### config.mk
export PLATFORM = sky130hd
export DESIGN_NAME = imem_uart_loader
export DESIGN_NICKNAME = d
export VERILOG_FILES = /design/src/rtl/imem_uart_loader.sv
export SDC_FILE = /design/constraint.sdc
export NUM_CORES = 1
export LEC_CHECK = 0
export BUFFER_PORTS_ARGS = -buffer_cell sky130_fd_sc_hd__buf_2
export CAP_MARGIN = 20
export CORE_ASPECT_RATIO = 0.7
export CORE_MARGIN = 2
export CORE_UTILIZATION = 31
export CTS_BUF_LIST = sky130_fd_sc_hd__clkbuf_4 sky130_fd_sc_hd__clkbuf_8
export DETAILED_ROUTE_END_ITERATION = 16
export GPL_TIMING_DRIVEN = 0
export PLACE_DENSITY = 0.55
export SLEW_MARGIN = 15
export SYNTH_ARGS = -nofsm -noshare
export SYNTH_HDL_FRONTEND = slang
export SYNTH_SLANG_ARGS = --single-unit
export TNS_END_PERCENT = 1
### constraint.sdc
create_clock -name i_clk -period 5.3 [get_ports i_clk]
set_clock_uncertainty 0.2 [all_clocks]
set_input_delay 0.53 -clock i_clk [delete_from_list [all_inputs] [get_ports i_clk]]
set_output_delay 0.53 -clock i_clk [all_outputs]
set_load 0.01 [all_outputs]
### src/rtl/imem_uart_loader.sv
// UART boot loader: receives a word count followed by a little-endian program
// image and writes it into instruction memory while holding the core in reset.
module imem_uart_loader #(
    parameter int CLKS_PER_BIT = 434,
    parameter int ADDR_W       = 10
) (
    input  logic              i_clk,
    input  logic              i_reset,
    input  logic              i_rx,
    output logic              o_imem_we,
    output logic [ADDR_W-1:0] o_imem_addr,
    output logic [31:0]       o_imem_wdata,
    output logic              o_cpu_hold,
    output logic              o_done,
    output logic              o_err
);

    localparam int CNT_W = $clog2(CLKS_PER_BIT);
    localparam logic [CNT_W-1:0] HALF_M1  = CNT_W'(CLKS_PER_BIT / 2 - 1);
    localparam logic [CNT_W-1:0] FULL_M1  = CNT_W'(CLKS_PER_BIT - 1);
    localparam logic [16:0]      CAPACITY = 17'd1 << ADDR_W;

    typedef enum logic [1:0] {R_IDLE, R_START, R_DATA, R_STOP} rx_state_t;
    typedef enum logic [2:0] {L_CNT_LO, L_CNT_HI, L_DATA, L_DONE, L_ERROR} ld_state_t;

    // ---------------- rx synchronizer ----------------
    logic r_rx_meta, r_rx_sync, r_rx_prev;

    always_ff @(posedge i_clk or posedge i_reset) begin
        if (i_reset) begin
            r_rx_meta <= 1'b1;
            r_rx_sync <= 1'b1;
            r_rx_prev <= 1'b1;
        end else begin
            r_rx_meta <= i_rx;
            r_rx_sync <= r_rx_meta;
            r_rx_prev <= r_rx_sync;
        end
    end

    // ---------------- receiver FSM ----------------
    rx_state_t        r_rx_state, w_rx_state_next;
    logic [CNT_W-1:0] r_clk_cnt;
    logic [2:0]       r_bit_idx;
    logic [7:0]       r_shift;
    logic             r_byte_valid, r_frame_err;
    logic             w_half, w_full, w_byte_valid_next, w_frame_err_next;

    assign w_half = (r_clk_cnt == HALF_M1);
    assign w_full = (r_clk_cnt == FULL_M1);

    always_ff @(posedge i_clk or posedge i_reset) begin
        if (i_reset) r_rx_state <= R_IDLE;
        else         r_rx_state <= w_rx_state_next;
    end

    always_comb begin
        w_rx_state_next = r_rx_state;
        case (r_rx_state)
            R_IDLE:  if (r_rx_prev && !r_rx_sync) w_rx_state_next = R_START;
            R_START: if (w_half) w_rx_state_next = r_rx_sync ? R_IDLE : R_DATA;
            R_DATA:  if (w_full && r_bit_idx == 3'd7) w_rx_state_next = R_STOP;
            R_STOP:  if (w_full) w_rx_state_next = R_IDLE;
            default: w_rx_state_next = R_IDLE;
        endcase
    end

    always_comb begin
        w_byte_valid_next = 1'b0;
        w_frame_err_next  = 1'b0;
        if (r_rx_state == R_STOP && w_full) begin
            w_byte_valid_next = r_rx_sync;
            w_frame_err_next  = !r_rx_sync;
        end
    end

    always_ff @(posedge i_clk or posedge i_reset) begin
        if (i_reset) begin
            r_clk_cnt    <= '0;
            r_bit_idx    <= '0;
            r_shift      <= '0;
            r_byte_valid <= 1'b0;
            r_frame_err  <= 1'b0;
        end else begin
            r_byte_valid <= w_byte_valid_next;
            r_frame_err  <= w_frame_err_next;
            case (r_rx_state)
                R_IDLE: begin
                    r_clk_cnt <= '0;
                    r_bit_idx <= '0;
                end
                R_START: r_clk_cnt <= w_half ? '0 : r_clk_cnt + CNT_W'(1);
                R_DATA: begin
                    if (w_full) begin
                        r_clk_cnt <= '0;
                        r_shift   <= {r_rx_sync, r_shift[7:1]};
                        r_bit_idx <= r_bit_idx + 3'd1;
                    end else begin
                        r_clk_cnt <= r_clk_cnt + CNT_W'(1);
                    end
                end
                R_STOP: r_clk_cnt <= w_full ? '0 : r_clk_cnt + CNT_W'(1);
                default: r_clk_cnt <= '0;
            endcase
        end
    end

    // ---------------- loader FSM ----------------
    ld_state_t         r_ld_state, w_ld_state_next;
    logic [15:0]       r_count;
    logic [ADDR_W-1:0] r_word_idx;
    logic [1:0]        r_byte_idx;
    logic [31:0]       r_word, w_word_next;
    logic              r_imem_we;
    logic [ADDR_W-1:0] r_imem_addr;
    logic [31:0]       r_imem_wdata;
    logic [15:0]       w_n;
    logic              w_last_word;

    assign w_n         = {r_shift, r_count[7:0]};
    assign w_last_word = (17'(r_word_idx) == (17'(r_count) - 17'd1));

    // The incoming byte replaces only the lane selected by the byte counter.
    for (genvar gi = 0; gi < 4; gi++) begin : g_lane
        assign w_word_next[8*gi +: 8] = (r_byte_idx == 2'(gi)) ? r_shift : r_word[8*gi +: 8];
    end

    always_ff @(posedge i_clk or posedge i_reset) begin
        if (i_reset) r_ld_state <= L_CNT_LO;
        else         r_ld_state <= w_ld_state_next;
    end

    always_comb begin
        w_ld_state_next = r_ld_state;
        case (r_ld_state)
            L_CNT_LO: begin
                if (r_frame_err)       w_ld_state_next = L_ERROR;
                else if (r_byte_valid) w_ld_state_next = L_CNT_HI;
            end
            L_CNT_HI: begin
                if (r_frame_err) begin
                    w_ld_state_next = L_ERROR;
                end else if (r_byte_valid) begin
                    if (w_n == 16'd0)              w_ld_state_next = L_DONE;
                    else if (17'(w_n) > CAPACITY)  w_ld_state_next = L_ERROR;
                    else                           w_ld_state_next = L_DATA;
                end
            end
            L_DATA: begin
                if (r_frame_err)                   w_ld_state_next = L_ERROR;
                else if (r_imem_we && w_last_word) w_ld_state_next = L_DONE;
            end
            L_DONE:  w_ld_state_next = L_DONE;
            default: w_ld_state_next = L_ERROR;
        endcase
    end

    always_comb begin
        o_done     = 1'b0;
        o_err      = 1'b0;
        o_cpu_hold = 1'b1;
        case (r_ld_state)
            L_DONE: begin
                o_done     = 1'b1;
                o_cpu_hold = 1'b0;
            end
            L_ERROR: o_err = 1'b1;
            default: ;
        endcase
    end

    always_ff @(posedge i_clk or posedge i_reset) begin
        if (i_reset) begin
            r_count      <= '0;
            r_word_idx   <= '0;
            r_byte_idx   <= '0;
            r_word       <= '0;
            r_imem_we    <= 1'b0;
            r_imem_addr  <= '0;
            r_imem_wdata <= '0;
        end else begin
            r_imem_we <= 1'b0;
            if (r_imem_we) r_word_idx <= r_word_idx + ADDR_W'(1);
            if (r_byte_valid) begin
                case (r_ld_state)
                    L_CNT_LO: r_count[7:0]  <= r_shift;
                    L_CNT_HI: r_count[15:8] <= r_shift;
                    L_DATA: begin
                        r_word     <= w_word_next;
                        r_byte_idx <= r_byte_idx + 2'd1;
                        if (r_byte_idx == 2'd3) begin
                            r_imem_we    <= 1'b1;
                            r_imem_wdata <= w_word_next;
                            r_imem_addr  <= r_word_idx;
                        end
                    end
                    default: ;
                endcase
            end
        end
    end

    assign o_imem_we    = r_imem_we;
    assign o_imem_addr  = r_imem_addr;
    assign o_imem_wdata = r_imem_wdata;

endmodule

[Yosys cells after proc, flatten, opt, wreduce, memory -nomap -nowiden]
Cells that the tools add are included.
Cells by class
  $add $sub $neg: 5
  order comparisons: 1
  equality and inequality tests: 22
  muxes and demuxes: 32
  reductions and logical operators: 19
Operators by type and width (count)
  8-bit two-way mux: 4
  3-bit two-way mux: 9
  9-bit case mux with 3 select lines: 1
  9-bit two-way mux: 2
  10-bit by 17-bit equality test with 1-bit output: 1
  16-bit by 1-bit subtractor with 17-bit output, second input constant: 1
  16-bit by 11-bit > comparator with 1-bit output, second input constant: 1
  16-bit zero test: 1
  3-bit case mux with 4 select lines: 1
  10-bit by 1-bit adder with 10-bit output, second input constant: 1
  2-bit two-way mux: 5
  2-bit inequality test, second input constant: 5
  2-bit AND reduction: 5
  9-bit by 1-bit adder with 9-bit output, second input constant: 1
  9-bit by 8-bit equality test with 1-bit output, second input constant: 1
  9-bit equality test, second input constant: 1
  3-bit inequality test, second input constant: 3
  2-bit equality test, second input constant: 4
  1-bit two-way mux: 8
  2-bit case mux with 4 select lines: 1
  3-bit by 2-bit equality test with 1-bit output, second input constant: 2
  3-bit equality test, second input constant: 2
  3-bit case mux with 2 select lines: 1
  3-bit AND reduction: 2
  11 further kinds: 16
Storage, ports and cells
  bits in registers: 133
  input bits: 3
  output and inout port bits: 46
  logic and storage cells: 97

[Longest topological paths before layout]
Gate-level depths: netlist of run 1.
  word-level depth: 6
  mapped depth: 10
  mapped depth without buffers: 8

[Least setup slack after synthesis of run 1]
Ideal clock, no wire load.
  path kind: reg2reg
  from: register r_count[0]
  to: register r_ld_state[0]
  library setup time: 77 ps
  arrival time: 2090 ps
  data required time: 5023 ps
  setup slack: 2932 ps
  stages on the path, launching flop included: 11
  buffers on the path: 2
  clock period less this slack: 2368 ps
  cells stage by stage: dfrtp_1 > buf_6 > inv_1 > ha_1 > buf_2 > nor3b_1 > a41oi_1 > or4_1 > nor4_1 > nand4_1 > a21oi_1
On the way
  cells in the longest elaborated chain, start to end: 5
  elaborated cells on any way between the ends: 10
  classes of those cells: add/sub (1); eq/ne (2); mux (4); reduce/logical (3)
RTL lines
  start: declaration: RTL line 110  | logic [15:0] r_count;
  start signal: assignment: RTL line 186  | L_CNT_LO: r_count[7:0] <= r_shift;
  16-bit by 1-bit subtractor with 17-bit output / 16-bit zero test (equally long branches): RTL line 121, 144
  10-bit by 17-bit equality test with 1-bit output / 3-bit two-way mux (equally long branches): RTL line 121, 144
  1-bit logical AND / 3-bit two-way mux (equally long branches): RTL line 151, 143
  3-bit inequality test (no source line) / 3-bit two-way mux (equally long branches)
  3-bit AND reduction (no source line) / 3-bit case mux with 4 select lines (equally long branches)
  end signal: assignment: RTL line 130  | else r_ld_state <= w_ld_state_next;
  end: declaration: RTL line 109  | ld_state_t r_ld_state, w_ld_state_next;
Parallel ways exist; a longest one is shown, timed or not. The select of a mux whose other input is x is not followed.
A chain may end at the register's enable or synchronous reset.

[Worst setup path in the final report of run 1]
  from: register r_count[1]
  to: register r_ld_state[0]
Same word-level chain as after synthesis.

==> out/qor.txt, run 1 <==
=================================================================================
Post_cts resized                                                                0
Register clock-pin slew on the reported worst setup and hold paths        0.08 ns
Endpoint arrival time on the critical path                                3.09 ns
Internal                                                                0.00158 W
Die ar.                                                                19900 um^2
Area leader, netlist                                                      dfrtp_1
Maximum count of clock buffers along a single path                              2
Peak per-stage delay on the critical path                                 0.54 ns
First-pass GRT wire length                                                21.3 mm
Distinct cell type count after synthesis                                       53
Final Total Pwr                                                         0.00206 W
Num Clock Sinks                                                               125
Final-layout fill cell count                                                 1800
Synth top area share                                                        0.526
Starting density of the core                                                0.319
Average instance area after synthesis                                   10.8 um^2
Final standard cell count with taps included and fillers excluded             857
Total number of nets in the final design                                      624
Post-Route Utilization                                                      0.377
Number of enable flip-flop cells after synthesis                                0
Number of placement rows                                                       41
Comb pwr share                                                              0.044
TritonCTS clock tree                                                          yes
Peak supply drop                                                           165 uV
Top area cells in the synthesized netlist                            dfrtp_1 53%, mux2_2 8.9%, nand2_1 6.5%, mux2i_1 4.7%, o21ai_0 3.4%
Starting DRC count in detailed routing                                        261
# port buffers                                                                 48
Top-level port count                                                           49
Number of antenna violations at the first check in global routing               0
Worst min-delay path class                                           flop to flop
Routed vias                                                                  4106
Vias in the first global route                                               4189
Min setup slack post-route                                                2.39 ns
H-tree depth                                                                    4
Hold Violations, Final                                                          0
Met1 Resource Use GR                                                        0.195
Mean number of vias per cell                                                 4.79
Crit path buffers/inverters                                                     2
Power per cell area                                                   300 nW/um^2
GR met3 Demand/Resource                                                    0.0382
Critical Path End Type                                                       flop
Routed Wire Length                                                        12.8 mm
Max Cap Viol                                                                    0
Share of layout cells above drive strength 1                                0.240
Worst Path Class, Setup                                              flop to flop
GR met2 Demand/Resource                                                     0.200
Number of buffers added by the clock tree synthesis step                       17
Worst-path maximum fanout                                                       9
Area Growth Syn to Fin                                                      18.1%
Rel. slew slack                                                             0.274
GRT busiest layer                                                            met2
Net count after synthesis                                                     554
Count of mapped cells out of synthesis                                        539
Largest delay contributor family on the critical path                simple AND/OR/NAND/NOR gates
Total Routing Usage GR                                                      0.137
Routed len/inst                                                           15.0 um
Cell Area, Synth                                                        5810 um^2
Die outline height                                                         119 um
Highest achievable clock rate                                             343 MHz
Most frequently used flop master after synthesis                          dfrtp_1
Crit path max-delay cell type                                               or4_1
DP Wirelength                                                             8.85 mm
Number of warning messages in the yosys log                                     0
Required time worst endpoint                                              5.47 ns
Final-report setup violation count                                              0
Clock period minus worst slack                                            2.91 ns
Total instance count after detailed placement                                 824
Synthesis-stage register bit count                                            125
Proportion of power drawn by flip-flops and latches                         0.485
Largest net degree at the start of global routing                              64
Number of diodes                                                                0
Cell with the most instances after synthesis                              dfrtp_1
Pins over their slew limit                                                      0
Antenna violation net count after detailed routing                              0
Overall die width                                                          168 um
Run status                                                           finished, final reports clean
Static Leak                                                               3.37 nW
Insertion delay to the later sink of the worst-skew pair                  0.45 ns
Drt drc                                                                         0
Worst slew pin tran                                                       1.08 ns
Core ar.                                                               18200 um^2
Root Buffer Master                                                       clkbuf_8
Worst setup timing slack at the placement stage                           2.50 ns
Most frequent cells after synthesis                                  122 x dfrtp_1, 100 x nand2_1, 46 x mux2_2, 40 x o21ai_0
Clk network pwr share                                                       0.471
Final clock period utilization by the worst path                            0.550
RSZ-0062 raised after global routing                                        false
Sequential cell area fraction in the yosys report                           0.539
Fraction of power spent switching nets                                      0.231
Routability congestion estimate from global placement                       0.844
Initial DRT Pass Iterations                                                     5
Overall overflow remaining after global route                                   0
Kind of launch point of the worst setup path                                 flop
Psw                                                                    0.000475 W
Post-synthesis async set-or-reset flop share                                 1.00
Worst path cell trace                                                inv_1 > ha_1 > buf_2 > nor3b_1 > a41oi_1 > or4_1 > nor4_1 > nand4_1 > a21oi_1
=================================================================================
-- cells in the final DEF, fill, tap and decap left out, types with 9 or more instances in the layout --
master and n:
xnor2_1 19, mux2_2 46, dfrtp_1 122, ha_1 12
nand2_1 100, inv_1 13, buf_2 52, o21ai_0 40
mux2i_1 27, nor2_1 27, nor4_1 9, clkbuf_1 24
clkbuf_8 19
-- power groups by stage --
stage / clock network [W] / registers, W / logic (W)
final: 0.000969 / 0.000999 / 0.0000897
after global routing: 0.00103 / 0.00100 / 0.000107
after CTS: 0.000994 / 0.000998 / 0.0000930
after detailed placement: 0 / 0.00102 / 0.0000907
after global placement: 0 / 0.00102 / 0.0000829
after floorplan: 0 / 0.00101 / 0.0000667
-- worst register-to-register path, stage by stage (launching register included) --
cell	delay [ns]
dfrtp_1	0.49
inv_1	0.15
ha_1	0.14
buf_2	0.20
nor3b_1	0.37
a41oi_1	0.17
or4_1	0.54
nor4_1	0.21
nand4_1	0.18
a21oi_1	0.18
-- state kept, by name, summed over array words and instances, names as in the netlist, 2 cells and up, named ones only --
name	flops
r_ld_state	3
r_count	16
r_word	24
r_bit_idx	3
r_shift	8
r_clk_cnt	9
r_word_idx	10
o_imem_addr	10
o_imem_wdata	32
r_byte_idx	2
-- cell type report --
class | instances | area, um^2 | area share
plain buffers | 36 | 169 | 0.0246
clock buffers | 18 | 248 | 0.0361
clock inverters | 13 | 215 | 0.0314
inverters | 15 | 61.3 | 0.00894
multi-input cells | 363 | 2450 | 0.357
flip-flops and latches | 125 | 3130 | 0.457
well taps | 236 | 295 | 0.0430
repair buffers | 51 | 288 | 0.0419
-- cell families after synthesis --
group | share of synthesized area
fa+ha+maj | 0.0258
simple gates | 0.151
compound gates | 0.0689
flops | 0.539
xor+xnor | 0.0407
mux | 0.136
buf+inv | 0.0388
-- per-layer routing --
metal / up-vias / share of wire
li1: 1995 / -
met1: 2012 / 0.51
met2: 85 / 0.43
met3: 14 / 0.043
met4: 0 / 0.013
met5: - / 0
-- final timing paths --
check / start / end / slack [ns] / cells past startpoint
worst max register to register: r_count[1] / r_ld_state[0] / 2.39 / 9
worst min register to register: r_rx_meta / r_rx_sync / 0.16 / 0
min in group asynchronous: i_reset / r_bit_idx[1] / 0.51 / 3
worst min-delay path: r_rx_meta / r_rx_sync / 0.16 / 0
max in group asynchronous: i_reset / r_word_idx[5] / 3.66 / 4
worst max-delay path: r_count[1] / r_ld_state[0] / 2.39 / 9
-- per-stage QoR --
stage	instance area, um^2	setup TNS [ns]	hold WS (ns)
after global placement	6340	-10.00	0.147
after detailed placement	6380	0	0.149
final	6860	0	0.160
after floorplan	5810	0	0.145
after global routing	6860	0	0.170
after CTS	6860	0	0.160
-- what timing repair did --
action,4_1_cts,5_1_grt
buffers inserted,0,0
hold endpoints to repair,60,0
hold buffers,2,0
(Power assumes the default switching activity.)
==> inputs of run 2 (changes only) <==
Settings changed: PLACE_DENSITY 0.55 to 0.57.
Clock period 5.3 ns to 2.4 ns, I/O delays scaled along.
==> run 2 against run 1 <==
- clock power rose by 110%
- largest cell class unchanged
- hold slack got worse by 0.087 ns
- non-clock buffer count rose by 8
- the run now ends with negative setup slack left
==> out/qor.txt, run 2 (same netlist as run 1, synthesis figures left out) <==
=================================================================================
Routed vias                                                                  4155
Peak per-stage delay on the critical path                                 0.57 ns
Most common cell after layout, fill and taps aside                        dfrtp_1
Vias in the first global route                                               4218
Starting DRC count in detailed routing                                        184
Top-level port count                                                           49
Antenna violation net count after detailed routing                              0
Number of buffers added by the clock tree synthesis step                       17
Rel. slew slack                                                             0.558
TritonCTS clock tree                                                          yes
Total number of nets in the final design                                      632
H-tree depth                                                                    4
Commonest cells after routing, fill and taps aside                   121 x dfrtp_1, 100 x nand2_1, 51 x buf_2
Final Total Pwr                                                         0.00440 W
Routed len/inst                                                           15.2 um
Drt drc                                                                         0
Die outline height                                                         119 um
Hold Violations, Final                                                          0
Fraction of power spent switching nets                                      0.235
Pins over their slew limit                                                      0
Largest delay contributor family on the critical path                simple AND/OR/NAND/NOR gates
Worst reg-to-reg path cell count                                                8
Routed Wire Length                                                        13.2 mm
Violations in the final reports                                      negative setup slack
Overall die width                                                          168 um
Share of layout cells above drive strength 1                                0.270
Core ar.                                                               18200 um^2
Clk network pwr share                                                       0.451
Area occupied by registers                                              3130 um^2
Final-report setup violation count                                              1
Final clock period utilization by the worst path                             1.02
Clock period minus worst slack                                            2.45 ns
Worst-path maximum fanout                                                       9
Number of antenna violations at the first check in global routing               0
Routability congestion estimate from global placement                       0.836
Maximum count of clock buffers along a single path                              2
Psw                                                                     0.00104 W
Kind of launch point of the worst setup path                                 flop
Starting density of the core                                                0.319
Final hold slack                                                        0.0728 ns
Critical Path End Type                                                       flop
Worst Path Class, Setup                                              flop to flop
Proportion of power drawn by flip-flops and latches                         0.501
Static Leak                                                               3.43 nW
Total area of multi-input combinational cells                           2520 um^2
Crit path buffers/inverters                                                     2
Run status                                                           finished, violations left
Number of placement rows                                                       41
Min setup slack post-route                                             -0.0516 ns
Final-layout fill cell count                                                 1788
Register clock-pin slew on the reported worst setup and hold paths        0.08 ns
Initial DRT Pass Iterations                                                     4
Internal                                                                0.00337 W
Required time worst endpoint                                              2.51 ns
DP Wirelength                                                             9.28 mm
Insertion delay to the later sink of the worst-skew pair                  0.44 ns
Critical Path Stages                                                            8
Highest achievable clock rate                                             408 MHz
Endpoint arrival time on the critical path                                2.56 ns
Total Routing Usage GR                                                      0.138
Area Growth Syn to Fin                                                      20.4%
Comb pwr share                                                              0.048
Worst path cell trace                                                clkbuf_8 > or4_4 > buf_4 > o211a_1 > nor4_2 > nor4_4 > nand4_1 > a21oi_1
Power per cell area                                                   630 nW/um^2
Number of diodes                                                                0
Die ar.                                                                19900 um^2
Worst slew pin tran                                                      0.663 ns
Worst min-delay path class                                           input pin to asynchronous set/reset pin
Largest net degree at the start of global routing                              33
Num Clock Sinks                                                               125
Mean number of vias per cell                                                 4.80
Peak supply drop                                                           352 uV
Overall overflow remaining after global route                                   0
Crit path max-delay cell type                                               or4_4
# port buffers                                                                 48
Root Buffer Master                                                       clkbuf_8
First-pass GRT wire length                                                21.7 mm
Max Cap Viol                                                                    0
Flip-flop count of the largest register after layout                           32
RSZ-0062 raised after global routing                                         true
=================================================================================
[run 2: cell types whose count changed in the layout (fill, tap and decap cells not counted), sizes merged]
cell,change
buf,+9
clkinvlp,+5
bufinv,-1
inv,-1
clkinv,-2
clkbuf,-2
[run 2: cell type report]
| cell class | instances | share of cell area |
|---|---|---|
| timing repair buffer | 61 | 0.0558 |
| multi-input combinational | 363 | 0.360 |
| clock buffer | 17 | 0.0335 |
| inverter | 15 | 0.00912 |
| clock inverter | 14 | 0.0279 |
| buffer | 34 | 0.0234 |
| tap | 236 | 0.0422 |
| sequential | 125 | 0.448 |
[run 2: worst register-to-register path: cells and delay by family, from the launching register on]
family	cells	cell delay (ns)
buffers and inverters	2	0.33
AND/OR/NAND/NOR	4	1.14
flip-flops	1	0.37
AO/OA/AOI/OAI	2	0.29
[run 2: worst paths after layout]
check / from / end / slack [ns]
setup / recovery: r_count[2] / r_ld_state[0] / -0.05
hold / removal: i_reset / r_clk_cnt[0] / 0.07
setup reg to reg: r_count[2] / r_ld_state[0] / -0.05
hold reg to reg: r_rx_meta / r_rx_sync / 0.16
max in group asynchronous: i_reset / o_imem_wdata[3] / 1.26
min in group i_clk: r_rx_meta / r_rx_sync / 0.16
[run 2: per-stage QoR]
stage | setup WS (ns) | cells | util | instance area (um^2) | setup TNS (ns)
CTS | -0.0357 | 865 | 0.382 | 6960 | -0.0357
floorplan | 0.0322 | 539 | - | 5810 | 0
global placement | -0.391 | 823 | 0.349 | 6350 | -39.19
detailed placement | -0.386 | 827 | 0.353 | 6430 | -0.386
finish | -0.0516 | 865 | 0.384 | 6990 | -0.0516
global route | -0.136 | 865 | 0.384 | 6990 | -0.353
[run 2: power groups by stage]
stage / Combinational (W) / Clock, W / Sequential [W]
finish: 0.000211 / 0.00199 / 0.00221
CTS: 0.000215 / 0.00203 / 0.00220
floorplan: 0.000148 / 0 / 0.00223
global placement: 0.000182 / 0 / 0.00224
global route: 0.000242 / 0.00213 / 0.00221
detailed placement: 0.000210 / 0 / 0.00225
[run 2: layer usage]
metal | share of wire | vias up | track usage
met5 | 0 | - | 0
met4 | 0.0052 | 0 | 0.0495
met3 | 0.048 | 6 | 0.0365
met2 | 0.45 | 90 | 0.207
met1 | 0.50 | 2055 | 0.193
li1 | - | 2004 | -
[run 2: repair_timing]
action,4_1_cts,5_1_grt
hold buffers,2,0
setup buffers,6,0
endpoints found under the setup margin,8,41
endpoints found under the hold margin,67,0
resized for setup,11,8
pin swaps,5,4
